File: src/rtl/axi_pixel_bram_responder.sv
// AXI4-Lite write-channel responder for the SD image loader.
// Each accepted address/data pair is committed to the display pixel BRAM
// and answered with a B response. The block also counts committed pixels
// and pulses FRAME_DONE when a full frame has been loaded.
module axi_pixel_bram_responder #(
    parameter int unsigned ADDR_WIDTH   = 16,
    parameter logic [31:0] BASE_ADDR    = 32'h0000_0000,
    parameter logic [31:0] BRAM_SPAN    = 32'h0000_3000,
    parameter int unsigned FRAME_PIXELS = 4096
) (
    input  logic                  CLK100MHZ,
    input  logic                  RST_SYS,
    input  logic [31:0]           S_AXI_AWADDR,
    input  logic                  S_AXI_AWVALID,
    output logic                  S_AXI_AWREADY,
    input  logic [31:0]           S_AXI_WDATA,
    input  logic                  S_AXI_WVALID,
    input  logic [3:0]            S_AXI_WSTRB,
    output logic                  S_AXI_WREADY,
    output logic [1:0]            S_AXI_BRESP,
    output logic                  S_AXI_BVALID,
    input  logic                  S_AXI_BREADY,
    output logic                  BRAM_EN,
    output logic [3:0]            BRAM_WE,
    output logic [ADDR_WIDTH-1:0] BRAM_ADDR,
    output logic [31:0]           BRAM_DIN,
    output logic                  FRAME_DONE,
    output logic [15:0]           PIX_COUNT,
    output logic                  ERR_SEEN
);

    typedef enum logic [1:0] {
        IDLE   = 2'd0,
        ACCEPT = 2'd1,
        WRITE  = 2'd2,
        RESP   = 2'd3
    } state_t;

    localparam logic [16:0] FRAME_WRAP = 17'(FRAME_PIXELS);

    state_t state;
    state_t state_next;

    logic [31:0]           offset;
    logic                  addr_in_range;
    logic                  both_valid;

    logic [ADDR_WIDTH-1:0] offset_q;
    logic [31:0]           wdata_q;
    logic [3:0]            wstrb_q;
    logic                  in_range_q;
    logic [ADDR_WIDTH-1:0] bram_addr_q;
    logic [31:0]           bram_din_q;
    logic [15:0]           pix_count_q;
    logic                  frame_done_q;
    logic                  err_seen_q;
    logic [16:0]           pix_inc;

    // The loader only drops its valids on a joint ready, so both channels
    // are taken together; the range check is done on the raw address.
    assign both_valid    = S_AXI_AWVALID && S_AXI_WVALID;
    assign offset        = S_AXI_AWADDR - BASE_ADDR;
    assign addr_in_range = (S_AXI_AWADDR >= BASE_ADDR) && (offset < BRAM_SPAN);
    assign pix_inc       = {1'b0, pix_count_q} + 17'd1;

    // State register
    always_ff @(posedge CLK100MHZ or negedge RST_SYS) begin
        if (!RST_SYS) begin
            state <= IDLE;
        end else begin
            state <= state_next;
        end
    end

    // Next-state logic: accept, write, respond, wait for BREADY
    always_comb begin
        state_next = state;
        case (state)
            IDLE:    if (both_valid) state_next = ACCEPT;
            ACCEPT:  state_next = WRITE;
            WRITE:   state_next = RESP;
            RESP:    if (S_AXI_BREADY) state_next = IDLE;
            default: state_next = IDLE;
        endcase
    end

    // Output decode: readies, BRAM strobes and B channel follow the state
    always_comb begin
        S_AXI_AWREADY = 1'b0;
        S_AXI_WREADY  = 1'b0;
        S_AXI_BVALID  = 1'b0;
        S_AXI_BRESP   = 2'b00;
        BRAM_EN       = 1'b0;
        BRAM_WE       = 4'b0000;
        case (state)
            ACCEPT: begin
                S_AXI_AWREADY = 1'b1;
                S_AXI_WREADY  = 1'b1;
            end
            WRITE: begin
                BRAM_EN = in_range_q;
                BRAM_WE = in_range_q ? wstrb_q : 4'b0000;
            end
            RESP: begin
                S_AXI_BVALID = 1'b1;
                S_AXI_BRESP  = in_range_q ? 2'b00 : 2'b10;
            end
            default: ;
        endcase
    end

    // Capture registers, BRAM address/data, pixel counter and error flag
    always_ff @(posedge CLK100MHZ or negedge RST_SYS) begin
        if (!RST_SYS) begin
            offset_q     <= '0;
            wdata_q      <= '0;
            wstrb_q      <= '0;
            in_range_q   <= 1'b0;
            bram_addr_q  <= '0;
            bram_din_q   <= '0;
            pix_count_q  <= '0;
            frame_done_q <= 1'b0;
            err_seen_q   <= 1'b0;
        end else begin
            frame_done_q <= 1'b0;
            case (state)
                IDLE: begin
                    if (both_valid) begin
                        offset_q   <= offset[ADDR_WIDTH-1:0];
                        wdata_q    <= S_AXI_WDATA;
                        wstrb_q    <= S_AXI_WSTRB;
                        in_range_q <= addr_in_range;
                    end
                end
                ACCEPT: begin
                    if (in_range_q) begin
                        bram_addr_q <= offset_q;
                        bram_din_q  <= wdata_q;
                        if (wstrb_q != 4'b0000) begin
                            if (pix_inc == FRAME_WRAP) begin
                                pix_count_q  <= '0;
                                frame_done_q <= 1'b1;
                            end else begin
                                pix_count_q <= pix_inc[15:0];
                            end
                        end
                    end
                end
                WRITE: begin
                    if (!in_range_q) begin
                        err_seen_q <= 1'b1;
                    end
                end
                default: ;
            endcase
        end
    end

    assign BRAM_ADDR  = bram_addr_q;
    assign BRAM_DIN   = bram_din_q;
    assign FRAME_DONE = frame_done_q;
    assign PIX_COUNT  = pix_count_q;
    assign ERR_SEEN   = err_seen_q;

endmodule

File: config.mk
export PLATFORM = sky130hd
export DESIGN_NAME = axi_pixel_bram_responder
export DESIGN_NICKNAME = d
export VERILOG_FILES = /design/src/rtl/axi_pixel_bram_responder.sv
export SDC_FILE = /design/constraint.sdc
export NUM_CORES = 1
export LEC_CHECK = 0
export BUFFER_PORTS_ARGS = -buffer_cell sky130_fd_sc_hd__buf_2
export CELL_PAD_IN_SITES_DETAIL_PLACEMENT = 0
export CELL_PAD_IN_SITES_GLOBAL_PLACEMENT = 2
export CORE_ASPECT_RATIO = 0.6
export CORE_MARGIN = 1.5
export CORE_UTILIZATION = 25
export CTS_CLUSTER_DIAMETER = 200
export DETAILED_ROUTE_END_ITERATION = 8
export MAX_ROUTING_LAYER = met4
export PLACE_DENSITY = 0.58
export SYNTH_ARGS = -nofsm -noshare
export SYNTH_HDL_FRONTEND = slang
export SYNTH_SLANG_ARGS = --single-unit
export TNS_END_PERCENT = 100
File: constraint.sdc
create_clock -name CLK100MHZ -period 2.9 [get_ports CLK100MHZ]
set_clock_uncertainty 0.05 [all_clocks]
set_input_delay 0.145 -clock CLK100MHZ [delete_from_list [all_inputs] [get_ports CLK100MHZ]]
set_output_delay 0.145 -clock CLK100MHZ [all_outputs]
set_load 0.1 [all_outputs]
==> summary.md, run 1 <==
| Metric | Value |
|---|---|
| Clk Latency, worst-skew pair | 410 ps |
| Net Count, Synth | 450 |
| Commonest non-fill, non-tap cell in the layout | buf_2 |
| Post-CTS sizing | 0 |
| Internal power | 3.989 mW |
| Layout Utilization | a little under two fifths |
| Detailed-route vias per instance | 4.227 |
| Number of global-route vias before repair | 3864 |
| Rows | 40 |
| Yosys warns | 0 |
| Yosys reg bits | 121 |
| Worst setup SP type | input port |
| Post-CTS setup buffers | 0 |
| Fmax achieved | 428.4 MHz |
| Post-synth EDFFs | 0 |
| WP data arrival | 2610 ps |
| Final Max Slew Viols | 0 |
| Initial antenna violation count | 1 |
| Initial core utilization | 25.64% |
| Post-Synthesis Cells | 371 |
| WP data required | ~3200 ps |
| DIE WIDTH | 188.2 um |
| Clk root buf | clkbuf_16 |
| Final Hold Fails | 0 |
| Antenna-violating nets left | 0 |
| Detailed Routing Iterations Pass 1 | 4 |
| Sequential share of the synthesized area | approximately three fifths |
| Comb pwr share | between 10% and 20% |
| Min-Delay Path Class | in -> reg |
| Power share of the clock group | 40.9% |
| Final setup fails | 0 |
| CTS clk-pin slew, worst paths | approximately 60 ps |
| GR Overflow Total | 0 |
| Syn Area/Cell | 13.87 um2 |
| Tot GR Track Use | 13.61% |
| Fraction of registers with async set/reset | 100.0% |
| Io pins | ~150 |
| WL final | 13080 um |
| Final Cycle Share | 80.50% |
| First-pass GRT wire length | 21180 um |
| Chip Height | 114.1 um |
| CP endpoint kind | flip-flop |
| Final HPWL DP | 9089 um |
| Num CTS Buffers | 17 |
| Kind of critical path | in -> reg |
| Final Wtd Congestion | 0.7353 |
| Commonest non-fill, non-tap cells in the layout | buf_2, dfrtp_1, mux2_2 |
| I/O Buffers | 147 |
| DRC viols | 0 |
| Main synth FF type | dfrtp_1 |
| Number of distinct library cells after synthesis | between 40 and 50 |
| Synth-to-Final Area Change | 43.62% |
| CTS tree | yes |
| RSZ-0062 raised after global routing | no |
| Outcome | finished, final reports clean |
| Power per Cell Area | 741.0 mW/mm2 |
| H-Tree Depth | 4 |
| Final Net Count | 659 |
| Lkg Pwr | roughly 3.6 nW |
| Largest net degree at the start of global routing | 70 |
| Seq pwr share | 41.2% |
| Final TNS setup | 0 ps |
| Max-Cap Viols | 0 |
| Share of post-route cells with drive strength above 1 | 50.42% |
| CORE AREA | 0.02007 mm2 |
| Period minus WS final | 2334 ps |
| Vias | 3665 |
| Worst VDD drop | about 0.00038 V |
| Net Sw Frac | 27.16% |
| First DRT Iteration DRCs | 149 |
| CTS max path bufs | 2 |
| Worst slew pin tran | 958.4 ps |
| Slew HR | roughly a third |
| Psw | 1.487 mW |
| Crit Path Max Fanout | 2 |
| Cell area after technology mapping | 0.005146 mm2 |
| Clk sinks | 121 |
| Die area | around 0.021 mm2 |
| WL per Instance | 15.08 um |
-- critical path: stages --
cell           delay [ps]
dlygate4sd3_1         530
buf_2                 130
a2111oi_0             860
nand4_1               210
dlygate4sd3_1         620
o21ai_1               110
-- synth_stat cells (2+ instances only) --
master / instances / share of area, %
and3_1: 4 / 0.49
buf_1: 4 / 0.29
buf_2: 3 / 0.29
buf_4: 4 / 0.58
clkbuf_1: 6 / 0.44
dfrtp_1: 121 / 59
ha_1: 6 / 1.5
inv_1: 5 / 0.36
mux2_2: 100 / 22
nand2_1: 23 / 1.7
nand3_1: 5 / 0.49
nand3_2: 2 / 0.39
nand4_1: 3 / 0.36
nand4_2: 2 / 0.49
nor2_1: 12 / 0.88
nor2b_1: 2 / 0.24
nor3_1: 9 / 0.88
nor3_2: 2 / 0.39
nor4_1: 6 / 0.73
nor4_2: 2 / 0.49
nor4_4: 2 / 0.83
o21ai_0: 3 / 0.29
o21ai_1: 5 / 0.49
or3_1: 2 / 0.24
xnor2_1: 10 / 1.7
xor2_1: 8 / 1.4
-- final timing paths --
kind	end	slack, ps	depth (start not counted)	start
min in group asynchronous	wdata_q[9]	270	2	RST_SYS
worst max-delay path	in_range_q	570	6	S_AXI_AWADDR[13]
max in group asynchronous	BRAM_DIN[30]	1660	3	RST_SYS
worst min register to register	ERR_SEEN	410	1	ERR_SEEN
worst min-delay path	state[0]	130	4	S_AXI_WVALID
worst max register to register	PIX_COUNT[12]	570	6	PIX_COUNT[3]
-- per-stage QoR --
step | setup WS (ps) | cell area [um2] | total power [mW] | std cells | hold slack (ps)
4_1_cts | 561.0 | 7388 | 5.583 | 866 | 106.1
3_3_place_gp | 704.8 | 6202 | 3.167 | 778 | 177.8
3_5_place_dp | 577.8 | 6202 | 3.232 | 778 | 184.7
2_1_floorplan | 89.92 | 5146 | 2.951 | 371 | -200.6
6_report | 565.5 | 7391 | 5.476 | 867 | 132.7
5_1_grt | 318.9 | 7391 | 5.796 | 867 | 180.6
-- flip-flops by register name, indices dropped and copies added (netlist names) --
signal / flops
wdata_q: 32
BRAM_ADDR: 16
PIX_COUNT: 16
wstrb_q: 4
FRAME_DONE: 1
offset_q: 16
ERR_SEEN: 1
state: 2
BRAM_DIN: 32
in_range_q: 1
-- metal layers --
metal / wire, um / part of all wire (%) / up-vias / GRT usage (%)
li1: - / - / 1744 / -
met1: 6685 / 51 / 1809 / 18.59
met2: 5336 / 41 / 102 / 17.91
met3: 949 / 7.3 / 10 / 5.823
met4: 104 / 0.80 / 0 / 4.107
met5: 0 / 0 / - / -
-- cells by family after synthesis --
group	Yosys count	synth area share, %
DFF	121	58.84
xor gates and xnor gates	18	3.063
AOI/OAI and AO/OA	16	2.091
buffers and inverters	23	2.188
and+or+nand+nor	84	9.993
muxes	102	22.30
adders and majority gates	6	1.459
other	1	0.07287
-- layout make-up --
class                   count  area, um2
flip-flops and latches    121       3028
clock buffers              17      425.4
well taps                 273      341.6
diodes                      1      2.502
repair buffers            208       1361
inverters                   5      18.77
multi-input cells         227       2013
clock inverters            15      200.2
fillers                  1977      12680
-- timing repair --
action                                  4_1_cts  5_1_grt
endpoints found under the setup margin        0        0
hold buffers                                 56        0
hold endpoints to repair                    105        0
-- power by group through the flow --
stage | logic (mW) | registers, mW | clock network [mW]
3_5_place_dp | 0.941 | 2.29 | 0
5_1_grt | 1.07 | 2.31 | 2.41
3_3_place_gp | 0.905 | 2.26 | 0
6_report | 0.978 | 2.26 | 2.24
4_1_cts | 1.00 | 2.26 | 2.32
2_1_floorplan | 0.724 | 2.23 | 0
(Power assumes the default switching activity.)
==> inputs of run 2 (changes only) <==
Settings changed: ABC_AREA from default to 1, PLACE_DENSITY 0.58 to 0.63.
Clock period 2.9 ns to 2.1 ns, I/O delays scaled along.
==> run 2 against run 1 <==
Area after synthesis down 0.85%; routed wire length up 4.2%; critical path depth down 1; synthesized cell count up 22%; non-clock buffer count up 6; worst hold slack worse by 110 ps; largest power group unchanged.
==> summary.md, run 2 <==
| Metric | Value |
|---|---|
| CTS tree | yes |
| Cell Chain, Critical Path | inv_1 -> ha_1 -> nand2_2 -> nor2_2 -> buf_4 |
| Most frequent cell after synthesis | dfrtp_1 |
| Cell taking the most area after synthesis | dfrtp_1 |
| Fillers | 2033 (+2.8%) |
| Power per Cell Area | 1007 mW/mm2 (+36%) |
| Worst slew pin tran | 584.8 ps (-373.6 ps) |
| Detailed-route vias per instance | 4.111 (-2.8%) |
| Synth-to-Final Area Change | 45.73% |
| Multi-input logic area | 0.001887 mm2 (-6.3%) |
| Internal power | 5.396 mW (+35%) |
| Final Net Count | 748 (+14%) |
| Hold Slack | 20.27 ps (-112.4 ps) |
| Post-synth EDFFs | 0 (unchanged) |
| Io pins | 149 (unchanged) |
| Yosys warns | 0 (unchanged) |
| FF+latch area | 0.003039 mm2 (+0.37%) |
| Max-Cap Viols | 0 (unchanged) |
| Fmax achieved | 508.6 MHz |
| Net Sw Frac | 27.95% (+0.79 points) |
| Tot Pwr | 7.489 mW (+37%) |
| WP data arrival | 1810 ps (-800 ps) |
| Clk Latency, worst-skew pair | 420 ps (about the same) |
| Psw | 2.093 mW (+41%) |
| Num CTS Buffers | 17 (unchanged) |
| Number of global-route vias before repair | 4126 (+6.8%) |
| GR Overflow Total | 0 (unchanged) |
| Vias | 3930 (+7.2%) |
| Placed Area | 0.006238 mm2 (+0.58%) |
| Commonest non-fill, non-tap cells in the layout | buf_2, dfrtp_1, mux2_2 |
| Rows | 40 (unchanged) |
| Final Cycle Share | 93.62% |
| Clk sinks | 121 (unchanged) |
| Final HPWL DP | 9829 um (+8.1%) |
| Sequential share of the synthesized area | 59.34% (+0.50 points) |
| Main synth FF type | dfrtp_1 |
| Power share of the clock group | 39.9% (-1.0 points) |
| Yosys reg bits | 121 (unchanged) |
| Outcome | finished, final reports clean |
| Worst setup SP type | flip-flop |
| Post-synth top area share | 59.34% (+0.50 points) |
| Fraction of registers with async set/reset | 100.0% (unchanged) |
| Crit Path Max Fanout | 5 (+3) |
| Syn Area/Cell | 11.24 um2 (-19%) |
| Post-Synthesis Cells | 454 (+22%) |
| Number of distinct library cells after synthesis | 27 (-41%) |
| Layout Cells excl Fill | 956 (+10%) |
| DIE WIDTH | 187.4 um (-0.42%) |
| WL final | 13620 um (+4.2%) |
| H-Tree Depth | 4 (unchanged) |
| Final Wtd Congestion | 0.7682 (+4.5%) |
| CP endpoint kind | output port |
| DRC viols | 0 (unchanged) |
| Max incr delay on CP | 410 ps (-450 ps) |
| Period minus WS final | 1966 ps |
| Clk root buf | clkbuf_16 |
| Min-Delay Path Class | in -> reg |
| Final Cell Area | 0.007436 mm2 (+0.61%) |
| Final Max Slew Viols | 0 (unchanged) |
| First-pass GRT wire length | 22340 um (+5.5%) |
| Lkg Pwr | 3.753 nW (+3.0%) |
| Initial antenna violation count | 1 (unchanged) |
| Net Count, Synth | 533 (+18%) |
| CORE AREA | 0.02002 mm2 (-0.25%) |
| First DRT Iteration DRCs | 134 (-10%) |
| CTS max path bufs | 2 (unchanged) |
| Cell area after technology mapping | 0.005102 mm2 (-0.85%) |
| Post-synth top cells | dfrtp_1, mux2_2, nand2_1 |
| Comb pwr share | 19.0% (+1.1 points) |
| Seq pwr share | 41.1% (about the same) |
| Die area | 0.02130 mm2 (-0.83%) |
| Initial core utilization | 25.49% (-0.15 points) |
| Antenna-violating nets left | 0 (unchanged) |
| Worst VDD drop | 0.0006285 V (+64%) |
| Worst r2r path cells | 6 (unchanged) |
| Largest net degree at the start of global routing | 47 (-33%) |
| Hold path depth | 6 (+2) |
| Commonest non-fill, non-tap cell in the layout | buf_2 |
| Final setup fails | 0 (unchanged) |
| Detailed Routing Iterations Pass 1 | 4 (unchanged) |
| Placed Instances | 866 (+11%) |
| RSZ-0062 raised after global routing | no |
| Slew HR | 60.97% (+27 points) |
| Kind of critical path | reg -> out |
| I/O Buffers | 147 (unchanged) |
| CTS clk-pin slew, worst paths | 50 ps (about the same) |
| Layout Utilization | 37.14% (+0.32 points) |
| WP data required | 1950 ps (-1230 ps) |
| Tot GR Track Use | 14.26% (+0.65 points) |
| Share of post-route cells with drive strength above 1 | 43.70% (-6.7 points) |
| Most area-consuming cells after synthesis | dfrtp_1, mux2_2, nand2_1 |
| Critical path's slowest cell | dfrtp_1 |
| WL per Instance | 14.25 um (-5.5%) |
| Chip Height | 113.7 um (-0.42%) |
| Final Hold Fails | 0 (unchanged) |
==> run 2: layout make-up <==
| type | instances | area share [%] |
|---|---|---|
| flip-flops and latches | 121 | 40.87 |
| clock inverters | 11 | 1.952 |
| multi-input cells | 279 | 25.37 |
| clock buffers | 21 | 6.192 |
| inverters | 36 | 1.817 |
| well taps | 273 | 4.594 |
| diodes | 1 | 0.03365 |
| repair buffers | 214 | 19.17 |
==> run 2: stage by stage <==
stage | TNS, ps | setup slack [ps]
6_report | 0 | 134.0
3_5_place_dp | 0 | 274.3
3_3_place_gp | 0 | 275.8
4_1_cts | 0 | 83.85
5_1_grt | 0 | 7.900
2_1_floorplan | -191.0 | -191.0
==> run 2: worst paths after layout <==
| path | from | to | slack [ps] |
|---|---|---|---|
| max reg2reg | state[1] | PIX_COUNT[6] | 250 |
| min reg2reg | ERR_SEEN | ERR_SEEN | 420 |
| min | S_AXI_AWADDR[16] | in_range_q | 20 |
| max in group asynchronous | RST_SYS | PIX_COUNT[0] | 1110 |
| min in group asynchronous | RST_SYS | BRAM_DIN[23] | 190 |
| max | state[0] | BRAM_WE[2] | 130 |
==> run 2: power groups by stage <==
| stage | Clock (mW) | Combinational, mW | Sequential (mW) |
|---|---|---|---|
| global route | 3.19 | 1.58 | 3.15 |
| floorplan | 0 | 1.04 | 3.05 |
| finish | 2.99 | 1.42 | 3.08 |
| CTS | 3.07 | 1.46 | 3.08 |
| detailed placement | 0 | 1.37 | 3.12 |
| global placement | 0 | 1.32 | 3.08 |
==> run 2: kinds of logic (layout without fill, tap and decap cells) <==
family                     after synthesis  in the layout  share of synthesized area, %
AOI/OAI and AO/OA                       43             43                         4.340
xor gates and xnor gates                 5              5                        0.8584
muxes                                   78             78                         17.21
DFF                                    121            121                         59.34
adders and majority gates                6              6                         1.471
and+or+nand+nor                        146            146                         12.38
buffers and inverters                   54            282                         4.316
other                                    1              2                       0.07349
==> run 2: metal layers <==
layer	wire length, um	global-route usage, %	part of all wire [%]
met1	7349	20.19	54
met2	5318	18.96	39
met3	813	4.523	6.0
met4	139	4.800	1.0
met5	0	-	0
==> run 2: worst max-delay path, delay by kind of cell (launching register included) <==
kind	cells	cell delay [ps]
and+or+nand+nor	2	320
adders and majority gates	1	250
DFF	1	410
buffers and inverters	2	430
==> run 2: timing repair <==
item / CTS / global route
endpoints found under the hold margin: 93 / 0
hold buffers: 57 / 0
buffers inserted: 0 / 0
resized for setup: 6 / 1
endpoints found under the setup margin: 5 / 1
